--- src/rtl/regfile_wb_scheduler_pkg.sv ---
`default_nettype none
// ============================================================================
//  Module      : regfile_wb_scheduler_pkg
//  Description : Shared constants and types for the register-file writeback
//                scheduler: register address/data widths, the x0 index and
//                the writeback-source tag carried by the output stage.
//  Revision    : 1.0 - initial release
// ============================================================================
package regfile_wb_scheduler_pkg;

  localparam int REG_AW = 5;
  localparam int XLEN   = 32;

  // Architectural register x0 is hardwired to zero.
  localparam logic [REG_AW-1:0] X0_IDX = '0;

  // Identifies which source produced the write held in the output stage.
  typedef enum logic {
    SRC_CORE = 1'b0,
    SRC_LONG = 1'b1
  } wb_src_e;

endpackage : regfile_wb_scheduler_pkg
`default_nettype wire

--- src/rtl/regfile_scoreboard.sv ---
`default_nettype none
// ============================================================================
//  Module      : regfile_scoreboard
//  Description : Per-register busy tracking for registers owned by the
//                long-latency unit. Provides issue back-pressure and the
//                decode operand hazard.
//  Ports       : clk, rst_n        - clock, async active-low reset
//                i_iss_valid/rd    - issue request to long-latency unit
//                o_iss_ready       - destination not busy (or x0)
//                i_clr_valid/addr  - source-1 write committing this cycle
//                i_rs1, i_rs2      - decode source registers
//                o_hazard          - either source register busy
//                o_busy            - busy vector (bit 0 constant 0)
//  Revision    : 1.0 - initial release
// ============================================================================
module regfile_scoreboard
  import regfile_wb_scheduler_pkg::*;
#(
  parameter int NREGS = 32,
  parameter int AW    = REG_AW
) (
  input  logic             clk,
  input  logic             rst_n,
  input  logic             i_iss_valid,
  input  logic [AW-1:0]    i_iss_rd,
  output logic             o_iss_ready,
  input  logic             i_clr_valid,
  input  logic [AW-1:0]    i_clr_addr,
  input  logic [AW-1:0]    i_rs1,
  input  logic [AW-1:0]    i_rs2,
  output logic             o_hazard,
  output logic [NREGS-1:0] o_busy
);

  logic w_iss_x0;
  logic w_set;

  assign w_iss_x0    = (i_iss_rd == AW'(X0_IDX));
  assign o_iss_ready = w_iss_x0 | ~o_busy[i_iss_rd];
  assign w_set       = i_iss_valid & o_iss_ready & ~w_iss_x0;

  // x0 can never be owned by the long-latency unit.
  assign o_busy[0] = 1'b0;

  generate
    for (genvar i = 1; i < NREGS; i++) begin : g_busy
      logic r_bit;

      // Set has priority over clear on the same edge.
      always_ff @(posedge clk or negedge rst_n) begin
        if (!rst_n) begin
          r_bit <= 1'b0;
        end else if (w_set && (i_iss_rd == AW'(i))) begin
          r_bit <= 1'b1;
        end else if (i_clr_valid && (i_clr_addr == AW'(i))) begin
          r_bit <= 1'b0;
        end
      end

      assign o_busy[i] = r_bit;
    end
  endgenerate

  assign o_hazard = o_busy[i_rs1] | o_busy[i_rs2];

endmodule : regfile_scoreboard
`default_nettype wire

--- src/rtl/regfile_wb_scheduler.sv ---
`default_nettype none
// ============================================================================
//  Module      : regfile_wb_scheduler
//  Description : Schedules the single register-file write port between the
//                core datapath (source 0) and a long-latency unit (source 1).
//                Source 0 has default priority; source 1 is force-granted
//                after STARVE_LIMIT consecutive denied cycles. Writes reach
//                the register file through a one-cycle output register.
//  Ports       : clk, rst_n             - clock, async active-low reset
//                i_wr0_* / o_wr0_ready  - core writeback request
//                i_wr1_* / o_wr1_ready  - long-latency writeback request
//                i_iss_* / o_iss_ready  - issue to long-latency unit
//                i_rs1, i_rs2, o_hazard - decode operand stall
//                o_busy                 - scoreboard vector
//                o_rf_we/a3/wd          - register file write port
//                o_err                  - sticky protocol error
//  Revision    : 1.0 - initial release
// ============================================================================
module regfile_wb_scheduler
  import regfile_wb_scheduler_pkg::*;
#(
  parameter int NREGS        = 32,
  parameter int WIDTH        = XLEN,
  parameter int AW           = REG_AW,
  parameter int STARVE_LIMIT = 4
) (
  input  logic             clk,
  input  logic             rst_n,
  input  logic             i_wr0_valid,
  input  logic [AW-1:0]    i_wr0_rd,
  input  logic [WIDTH-1:0] i_wr0_data,
  output logic             o_wr0_ready,
  input  logic             i_wr1_valid,
  input  logic [AW-1:0]    i_wr1_rd,
  input  logic [WIDTH-1:0] i_wr1_data,
  output logic             o_wr1_ready,
  input  logic             i_iss_valid,
  input  logic [AW-1:0]    i_iss_rd,
  output logic             o_iss_ready,
  input  logic [AW-1:0]    i_rs1,
  input  logic [AW-1:0]    i_rs2,
  output logic             o_hazard,
  output logic [NREGS-1:0] o_busy,
  output logic             o_rf_we,
  output logic [AW-1:0]    o_rf_a3,
  output logic [WIDTH-1:0] o_rf_wd,
  output logic             o_err
);

  localparam int             SCW        = 4;
  localparam logic [SCW-1:0] STARVE_MAX = SCW'(STARVE_LIMIT);

  logic [SCW-1:0]   r_starve;
  logic             r_we;
  logic [AW-1:0]    r_a3;
  logic [WIDTH-1:0] r_wd;
  wb_src_e          r_src;
  logic             r_err;

  logic             w_force;
  logic             w_grant0;
  logic             w_grant1;
  logic             w_acc0;
  logic             w_acc1;
  logic             w_acc;
  logic [AW-1:0]    w_sel_rd;
  logic [WIDTH-1:0] w_sel_data;
  wb_src_e          w_sel_src;
  logic             w_clr_valid;
  logic             w_proto_err;

  // ---------------------------------------------------------------------------
  // Arbitration
  // ---------------------------------------------------------------------------
  assign w_force  = i_wr1_valid & (r_starve == STARVE_MAX);
  assign w_grant1 = i_wr1_valid & (w_force | ~i_wr0_valid);
  assign w_grant0 = i_wr0_valid & ~w_force;

  assign o_wr0_ready = w_grant0;
  assign o_wr1_ready = w_grant1;

  assign w_acc0 = i_wr0_valid & o_wr0_ready;
  assign w_acc1 = i_wr1_valid & o_wr1_ready;
  assign w_acc  = w_acc0 | w_acc1;

  always_comb begin
    w_sel_rd   = i_wr0_rd;
    w_sel_data = i_wr0_data;
    w_sel_src  = SRC_CORE;
    if (w_acc1) begin
      w_sel_rd   = i_wr1_rd;
      w_sel_data = i_wr1_data;
      w_sel_src  = SRC_LONG;
    end
  end

  // ---------------------------------------------------------------------------
  // Starvation counter: counts consecutive denied source-1 cycles
  // ---------------------------------------------------------------------------
  always_ff @(posedge clk or negedge rst_n) begin
    if (!rst_n) begin
      r_starve <= '0;
    end else if (!i_wr1_valid || w_acc1) begin
      r_starve <= '0;
    end else if (r_starve != STARVE_MAX) begin
      r_starve <= r_starve + 1'b1;
    end
  end

  // ---------------------------------------------------------------------------
  // Output stage: x0 writes are accepted but never assert the write enable.
  // Address/data only update on an accept so they hold between writes.
  // ---------------------------------------------------------------------------
  always_ff @(posedge clk or negedge rst_n) begin
    if (!rst_n) begin
      r_we  <= 1'b0;
      r_a3  <= '0;
      r_wd  <= '0;
      r_src <= SRC_CORE;
    end else begin
      r_we <= w_acc & (w_sel_rd != AW'(X0_IDX));
      if (w_acc) begin
        r_a3  <= w_sel_rd;
        r_wd  <= w_sel_data;
        r_src <= w_sel_src;
      end
    end
  end

  assign o_rf_we = r_we;
  assign o_rf_a3 = r_a3;
  assign o_rf_wd = r_wd;

  // ---------------------------------------------------------------------------
  // Scoreboard: busy clears when a source-1 write actually commits, so the
  // hazard covers the cycle the write spends in the output stage.
  // ---------------------------------------------------------------------------
  assign w_clr_valid = r_we & (r_src == SRC_LONG);

  regfile_scoreboard #(
    .NREGS (NREGS),
    .AW    (AW)
  ) u_scoreboard (
    .clk         (clk),
    .rst_n       (rst_n),
    .i_iss_valid (i_iss_valid),
    .i_iss_rd    (i_iss_rd),
    .o_iss_ready (o_iss_ready),
    .i_clr_valid (w_clr_valid),
    .i_clr_addr  (r_a3),
    .i_rs1       (i_rs1),
    .i_rs2       (i_rs2),
    .o_hazard    (o_hazard),
    .o_busy      (o_busy)
  );

  // ---------------------------------------------------------------------------
  // Protocol error: source 1 writing a register it never claimed
  // ---------------------------------------------------------------------------
  assign w_proto_err = w_acc1 & (i_wr1_rd != AW'(X0_IDX)) & ~o_busy[i_wr1_rd];

  always_ff @(posedge clk or negedge rst_n) begin
    if (!rst_n) begin
      r_err <= 1'b0;
    end else if (w_proto_err) begin
      r_err <= 1'b1;
    end
  end

  assign o_err = r_err;

endmodule : regfile_wb_scheduler
`default_nettype wire

--- config.mk ---
export PLATFORM = sky130hd
export DESIGN_NAME = regfile_wb_scheduler
export DESIGN_NICKNAME = d
export VERILOG_FILES = /design/src/rtl/regfile_wb_scheduler_pkg.sv /design/src/rtl/regfile_scoreboard.sv /design/src/rtl/regfile_wb_scheduler.sv
export SDC_FILE = /design/constraint.sdc
export NUM_CORES = 1
export LEC_CHECK = 0
export ABC_AREA = 1
export CELL_PAD_IN_SITES_DETAIL_PLACEMENT = 0
export CELL_PAD_IN_SITES_GLOBAL_PLACEMENT = 1
export CORE_MARGIN = 10
export CORE_UTILIZATION = 29
export CTS_CLUSTER_DIAMETER = 200
export DETAILED_ROUTE_END_ITERATION = 16
export GPL_ROUTABILITY_DRIVEN = 0
export GPL_TIMING_DRIVEN = 1
export PLACE_DENSITY = 0.75
export SYNTH_ARGS = -nofsm -noshare
export SYNTH_HDL_FRONTEND = slang
export SYNTH_SLANG_ARGS = --single-unit
--- constraint.sdc ---
create_clock -name clk -period 1.63 [get_ports clk]
set_input_delay 0.326 -clock clk [delete_from_list [all_inputs] [get_ports clk]]
set_output_delay 0.326 -clock clk [all_outputs]
set_load 0.01 [all_outputs]
==> impl_metrics.tcl, run 1 <==
set metrics [dict create \
    cts_sinks 75 \
    placementRows 48 \
    antenna_cells 0 \
    synth_top_family_by_area "simple AND/OR/NAND/NOR gates" \
    ys_ff_latch 75 \
    fin_crit_sh_pct 122 \
    max_freq_mhz 503 \
    grt_pass1_wl_mm 32.4 \
    worst_setup_path_end_kind "primary output" \
    setup_viol 4 \
    path_common_cell "nand2_1" \
    yosys.cell_count.top_type "nand2_1" \
    antenna_found_initial 0 \
    drc 0 \
    cts_buffers 9 \
    initial_core_util_pct 29.3 \
    criticalPathCategory "reg2out" \
    finalClockSkew_ns 0.00701 \
    core_mm2 0.0172 \
    irDropWorstVdd_uv 555 \
    start_kind "register" \
    ys_seq_area_share_pct 37.3 \
    synth-xor-area-share_pct 0.348 \
    grt_use_total_pct 18.1 \
    synth.top_cell.area_share_pct 37.3 \
    stdcell_area_mm2 0.00843 \
    met2_usage_pct 29.2 \
    maxCapViolations 0 \
    ys_warn_count 0 \
    syn-cell-area_mm2 0.00503 \
    synth_compound_area_share_pct 14.4 \
    grt.overflow.total 0 \
    synth_area_leaders "dfrtp_1, nand2_1, o21ai_0" \
    power_mw 9.07 \
    drive_gt1_share_pct 27.4 \
    busiest_layer "met2" \
    synth-edff-count 0 \
    syn_nets 854 \
    slew_viol_final 0 \
    wl_mm 21.7 \
    die_area_mm2 0.0230 \
    synth-async-reset-ratio_pct 100 \
    nFillCells 1797 \
    path_cells "nand2_1 -> nand2_1 -> nand2_1 -> nand2_1 -> nand2_1 -> nand2_2 -> inv_2 -> nand2_2 -> nand2_2 -> and2_4 -> buf_6" \
    cts_buffer_depth 2 \
    syn-mean-instance-area_um2 6.64 \
    cts.clk_slew.worst_paths_ns 0.06 \
    use_met3_pct 5.76 \
    via_per_inst 4.77 \
    clk_latency_ns 0.34 \
    cp.required_ns 1.30 \
    min_period_ns 1.99 \
    synthAdderAreaFrac_pct 0.497 \
    ant_nets 0 \
    tns_ns -0.832 \
    register_area_mm2 0.00190 \
    synth_cell_types 34 \
    root_buffer "clkbuf_16" \
    drt_iter0_drc 467 \
    dp_hpwl_mm 16.5 \
    num_vias 6029 \
    die_h_um 152 \
    final_hold_viol_count 0 \
    rsz0062_at_grt "true" \
    slowest_stage "dfrtp_2" \
    synthToLayoutAreaGrowth_pct 67.5 \
    hold_path_class "in2async" \
    crit_arrival_ns 1.66 \
    postLayoutSetupSlackWorst_ns -0.358 \
    syn_inst 758 \
    grtUsageMet1_pct 22.0 \
    synth_top_flop_cell "dfrtp_1" \
    p_per_area_mw_per_mm2 1080 \
    dieWidth_um 152 \
    cts_tree "built" \
    grt_pass1_vias 5953 \
    wl_per_cell_um 17.2 \
    outcome "complete, but fails checks" \
    critical_path.top_delay_family "simple AND/OR/NAND/NOR gates" \
    cts-htree-levels 3 \
    yosys.area.top_type "dfrtp_1" \
    synth.area.mux_share_pct 0 \
    portBuffers 167 \
    slowest_delay_ns 0.50 \
    final_nets 1130 \
    path_buf_inv 2 \
    place_area_mm2 0.00766 \
    crit_fanout 5 \
    violations "negative setup slack" \
    ioPinCount 169 \
    drt_pre_antenna_iters 5 \
    synthTopCellsByCount "nand2_1, dfrtp_1, o21ai_0" \
    multi_input_area_mm2 0.00269 \
    p_leak_nw 3.97 \
    grt_max_degree 39 \
    fin_hold_ws_ns 0.405 \
    synthSimpleGateAreaFrac_pct 35.0 \
]
-- final timing paths --
| path | start | end | slack, ns | cells after the start |
|---|---|---|---|---|
| min in group clk | o_err | o_err | 0.47 | 1 |
| min | rst_n | o_rf_wd[4] | 0.41 | 2 |
| min reg2reg | o_err | o_err | 0.47 | 1 |
| max reg2reg | u_scoreboard.g_busy[14].r_bit | u_scoreboard.g_busy[8].r_bit | 0.02 | 11 |
| max | u_scoreboard.g_busy[14].r_bit | o_iss_ready | -0.36 | 11 |
| max in group asynchronous | rst_n | o_rf_wd[26] | 0.68 | 3 |
-- flip-flops by register name, indices dropped and copies added (netlist names) --
name,cells
o_rf_wd,32
u_scoreboard.g_busy.r_bit,31
o_rf_a3,5
r_starve,4
o_err,1
o_rf_we,1
r_src,1
-- cells by family after synthesis --
| logic type | after synthesis |
|---|---|
| XOR/XNOR | 2 |
| AO/OA/AOI/OAI | 129 |
| flip-flops | 75 |
| adder cells (fa/ha/maj) | 2 |
| other | 1 |
| AND/OR/NAND/NOR | 429 |
| buffers and inverters | 120 |
-- power by group --
part | internal (mW) | switching, mW | total [mW] | leakage [nW]
clock | 1.35 | 0.826 | 2.18 | 0.149
sequential | 2.26 | 0.523 | 2.78 | 0.840
combinational | 2.16 | 1.96 | 4.11 | 2.98
total | 5.77 | 3.30 | 9.07 | 3.97
-- final cells by class --
type	count	area share [%]
Timing Repair Buffer	326	35.6
Clock inverter	7	1.19
Clock buffer	9	2.67
Sequential cell	75	22.5
Timing Repair inverter	1	0.0891
Multi-Input combinational cell	563	31.9
Tap cell	225	3.34
Inverter	58	2.72
-- placed cells by master (no fill, tap or decap), drive strengths merged, types with 2 or more instances in the layout --
master / count
a21oi: 31
a22oi: 2
buf: 164
bufinv: 2
clkbuf: 13
clkdlybuf4s15: 8
clkdlybuf4s50: 108
clkinv: 3
clkinvlp: 4
dfrtp: 75
dlygate4sd2: 34
dlymetal6s2s: 7
ha: 2
inv: 57
nand2: 277
nand3: 64
nand3b: 2
nand4: 18
nor2: 65
o211ai: 9
o21ai: 84
-- layer usage --
layer | vias to the layer above | share of wire [%]
met1 | 2740 | 41
met5 | - | 0
met4 | 0 | 3.3
met2 | 248 | 48
li1 | 2989 | -
met3 | 52 | 8.4
-- worst register-to-register path, cell delays in order, from the launching register on --
cell and delay, ns:
dfrtp_2 0.50, nand2_1 0.09, nand2_1 0.05, nand2_1 0.05
nand2_1 0.04, nand2_1 0.07, nand2_2 0.07, buf_4 0.14
nor2_4 0.09, nand4_4 0.12, buf_12 0.18, o21ai_2 0.13
-- metrics by stage --
| step | cells | util, % | worst slack [ns] |
|---|---|---|---|
| 2_1_floorplan | 758 | - | 0.00238 |
| 3_3_place_gp | 1223 | 44.6 | -0.918 |
| 3_5_place_dp | 1223 | 44.6 | -0.959 |
| 4_1_cts | 1256 | 47.7 | -0.319 |
| 5_1_grt | 1264 | 49.1 | -0.440 |
| 6_report | 1264 | 49.1 | -0.358 |
-- what timing repair did --
item,CTS,global route
resized for setup,151,80
endpoints found under the setup margin,106,79
hold endpoints to repair,19,0
buffers inserted,13,7
hold buffers,1,0
cloned,3,2
pin swaps,8,25
Power figures use the tool's default switching activity.
==> run 2: changes to the inputs <==
CORE_UTILIZATION = 32   (was 29)
PLACE_DENSITY = 0.79   (was 0.75)
clock period = 2.2 ns   (was 1.63 ns; I/O delays follow)
==> run 2 against run 1 <==
Against the previous run:
- worst setup slack better by 0.40 ns
- first-iteration DRC count down 27%
- sequential share of layout area grew 2.4 points
- die area is 8.2% lower
- via count shrank 5.9%
- critical path depth up 1
- the flow now finishes without violations
- core utilization rose by 0.52 points
- combinational power down 38%
- count of clock-buffer cells in the layout up 3
==> impl_metrics.tcl, run 2 (synthesis results as in run 1) <==
set metrics [dict create \
    min_period_ns 2.15 \
    die_area_mm2 0.0211 \
    num_vias 5676 \
    final_cells 1173 \
    path_cells "dlygate4sd2_1 -> buf_4 -> inv_2 -> nand3_1 -> nand2_1 -> nor2_1 -> nor2_1 -> nor2_1 -> nand2_1 -> nand2_2 -> and2_1 -> buf_2" \
    crit_arrival_ns 1.71 \
    wl_mm 20.6 \
    cts_hold_buf 0 \
    tns_ns 0 \
    setup_viol 0 \
    fin_crit_sh_pct 97.9 \
    combinationalPowerShare_pct 40.7 \
    dieWidth_um 145 \
    grt_max_degree 44 \
    p_seq_share_pct 33.2 \
    antenna_found_initial 0 \
    cts_tree "built" \
    hold_path_class "in2async" \
    finalClockSkew_ns 0.0101 \
    reg2reg_from "r_starve[0]" \
    rsz0062_at_grt "true" \
    placementRows 45 \
    root_buffer "clkbuf_16" \
    slowest_delay_ns 0.26 \
    antenna_cells 0 \
    crit_fanout 8 \
    nFillCells 1595 \
    ant_nets 0 \
    ioPinCount 169 \
    start_kind "input pin" \
    postLayoutSetupSlackWorst_ns 0.0462 \
    portBuffers 167 \
    slowest_stage "dlygate4sd2_1" \
    drive_gt1_share_pct 15.2 \
    internal-power_mw 3.98 \
    final_nets 1053 \
    critical_path.top_delay_family "buffers and inverters" \
    post-place-ws_ns -0.629 \
    p_leak_nw 3.50 \
    power_mw 6.21 \
    swShare_pct 35.8 \
    worst_setup_path_end_kind "primary output" \
    p_per_area_mw_per_mm2 818 \
    cts_sinks 75 \
    max_freq_mhz 464 \
    drt_pre_antenna_iters 5 \
    drc 0 \
    grt_pass1_wl_mm 31.7 \
    initial_core_util_pct 32.9 \
    cts.clk_slew.worst_paths_ns 0.06 \
    dp_hpwl_mm 16.1 \
    clk_latency_ns 0.34 \
    cp-startpoint "i_iss_rd[1]" \
    cp.required_ns 1.76 \
    grt_pass1_vias 5533 \
    path_common_cell "nor2_1" \
    drt_iter0_drc 343 \
    layout_commonest_cell "nand2_1" \
    numPlacedInstances 1151 \
    final_hold_viol_count 0 \
    irDropWorstVdd_uv 353 \
    core_mm2 0.0153 \
    tightest_slew_ns 0.541 \
    relSlewSlack_pct 63.9 \
    grt.overflow.total 0 \
    outcome "complete, no violations" \
    criticalPathCategory "in2out" \
    wl_per_cell_um 17.5 \
    synthToLayoutAreaGrowth_pct 50.9 \
    slew_viol_final 0 \
    cts-htree-levels 3 \
    final_cell_mix "nand2_1, clkdlybuf4s50_1, buf_4, o21ai_0, nand3_1" \
    maxCapViolations 0 \
    cts_buffers 9 \
    cts_buffer_depth 2 \
    path_buf_inv 4 \
    netSwitchingPower_mw 2.23 \
    via_per_inst 4.84 \
    grt_use_total_pct 18.7 \
    power_frac_clock_pct 26.0 \
    die_h_um 145 \
    largest_register_ffs 32 \
    fin_util_pct 49.6 \
]
run 2: worst reg2reg max path, stage by stage (launching register included):
cell and delay, ns:
dfrtp_1 0.40, inv_1 0.06, ha_1 0.19, nand4_1 0.09, nand2_1 0.07, nand2_1 0.10, inv_1 0.07, buf_6 0.20
o21ai_0 0.38, nand3_1 0.12, nor2_1 0.12, nor2_1 0.05
run 2: final timing paths:
path,to,slack (ns),depth (start not counted)
setup / recovery,o_iss_ready,0.05,12
hold / removal,o_rf_wd[23],0.08,1
setup reg to reg,o_rf_we,0.22,11
hold reg to reg,o_err,0.48,1
max in group asynchronous,u_scoreboard.g_busy[26].r_bit,1.46,2
min in group clk,o_err,0.48,1
run 2: repair_timing:
action / in CTS / in global routing
pin swaps: 3 / 5
buffers inserted: 1 / 4
setup endpoints to repair: 4 / 4
gates resized for setup: 29 / 38
cloned: 1 / 0
run 2: power groups by stage:
stage | Combinational, mW | Sequential [mW] | Clock (mW)
after global placement | 2.45 | 2.06 | 0
final | 2.53 | 2.06 | 1.61
after global routing | 2.75 | 2.09 | 1.71
after floorplan | 1.16 | 1.93 | 0
after detailed placement | 2.45 | 2.07 | 0
after CTS | 2.46 | 2.04 | 1.64
run 2: final cells by class:
class                   instances  area [µm²]  share of cell area (%)
clock buffers                  12         246                    3.25
clock inverters                 4        73.8                   0.972
inverters                      58         223                    2.93
multi-input cells             563        2550                    33.6
flip-flops and latches         75        1890                    24.9
well taps                     211         264                    3.48
repair buffers                250        2340                    30.8
run 2: metal layers:
| metal | wire length [µm] | global-route usage (%) |
|---|---|---|
| met2 | 9540 | 29.9 |
| met4 | 693 | 7.43 |
| met3 | 1590 | 5.65 |
| met5 | 0 | 0 |
| met1 | 8760 | 23.1 |
run 2: metrics by stage:
step | area [µm²] | hold WS (ns)
2_1_floorplan | 5030 | 0.144
5_1_grt | 7590 | 0.126
6_report | 7590 | 0.0848
4_1_cts | 7530 | 0.105
3_5_place_dp | 7190 | 0.463
3_3_place_gp | 7190 | 0.463
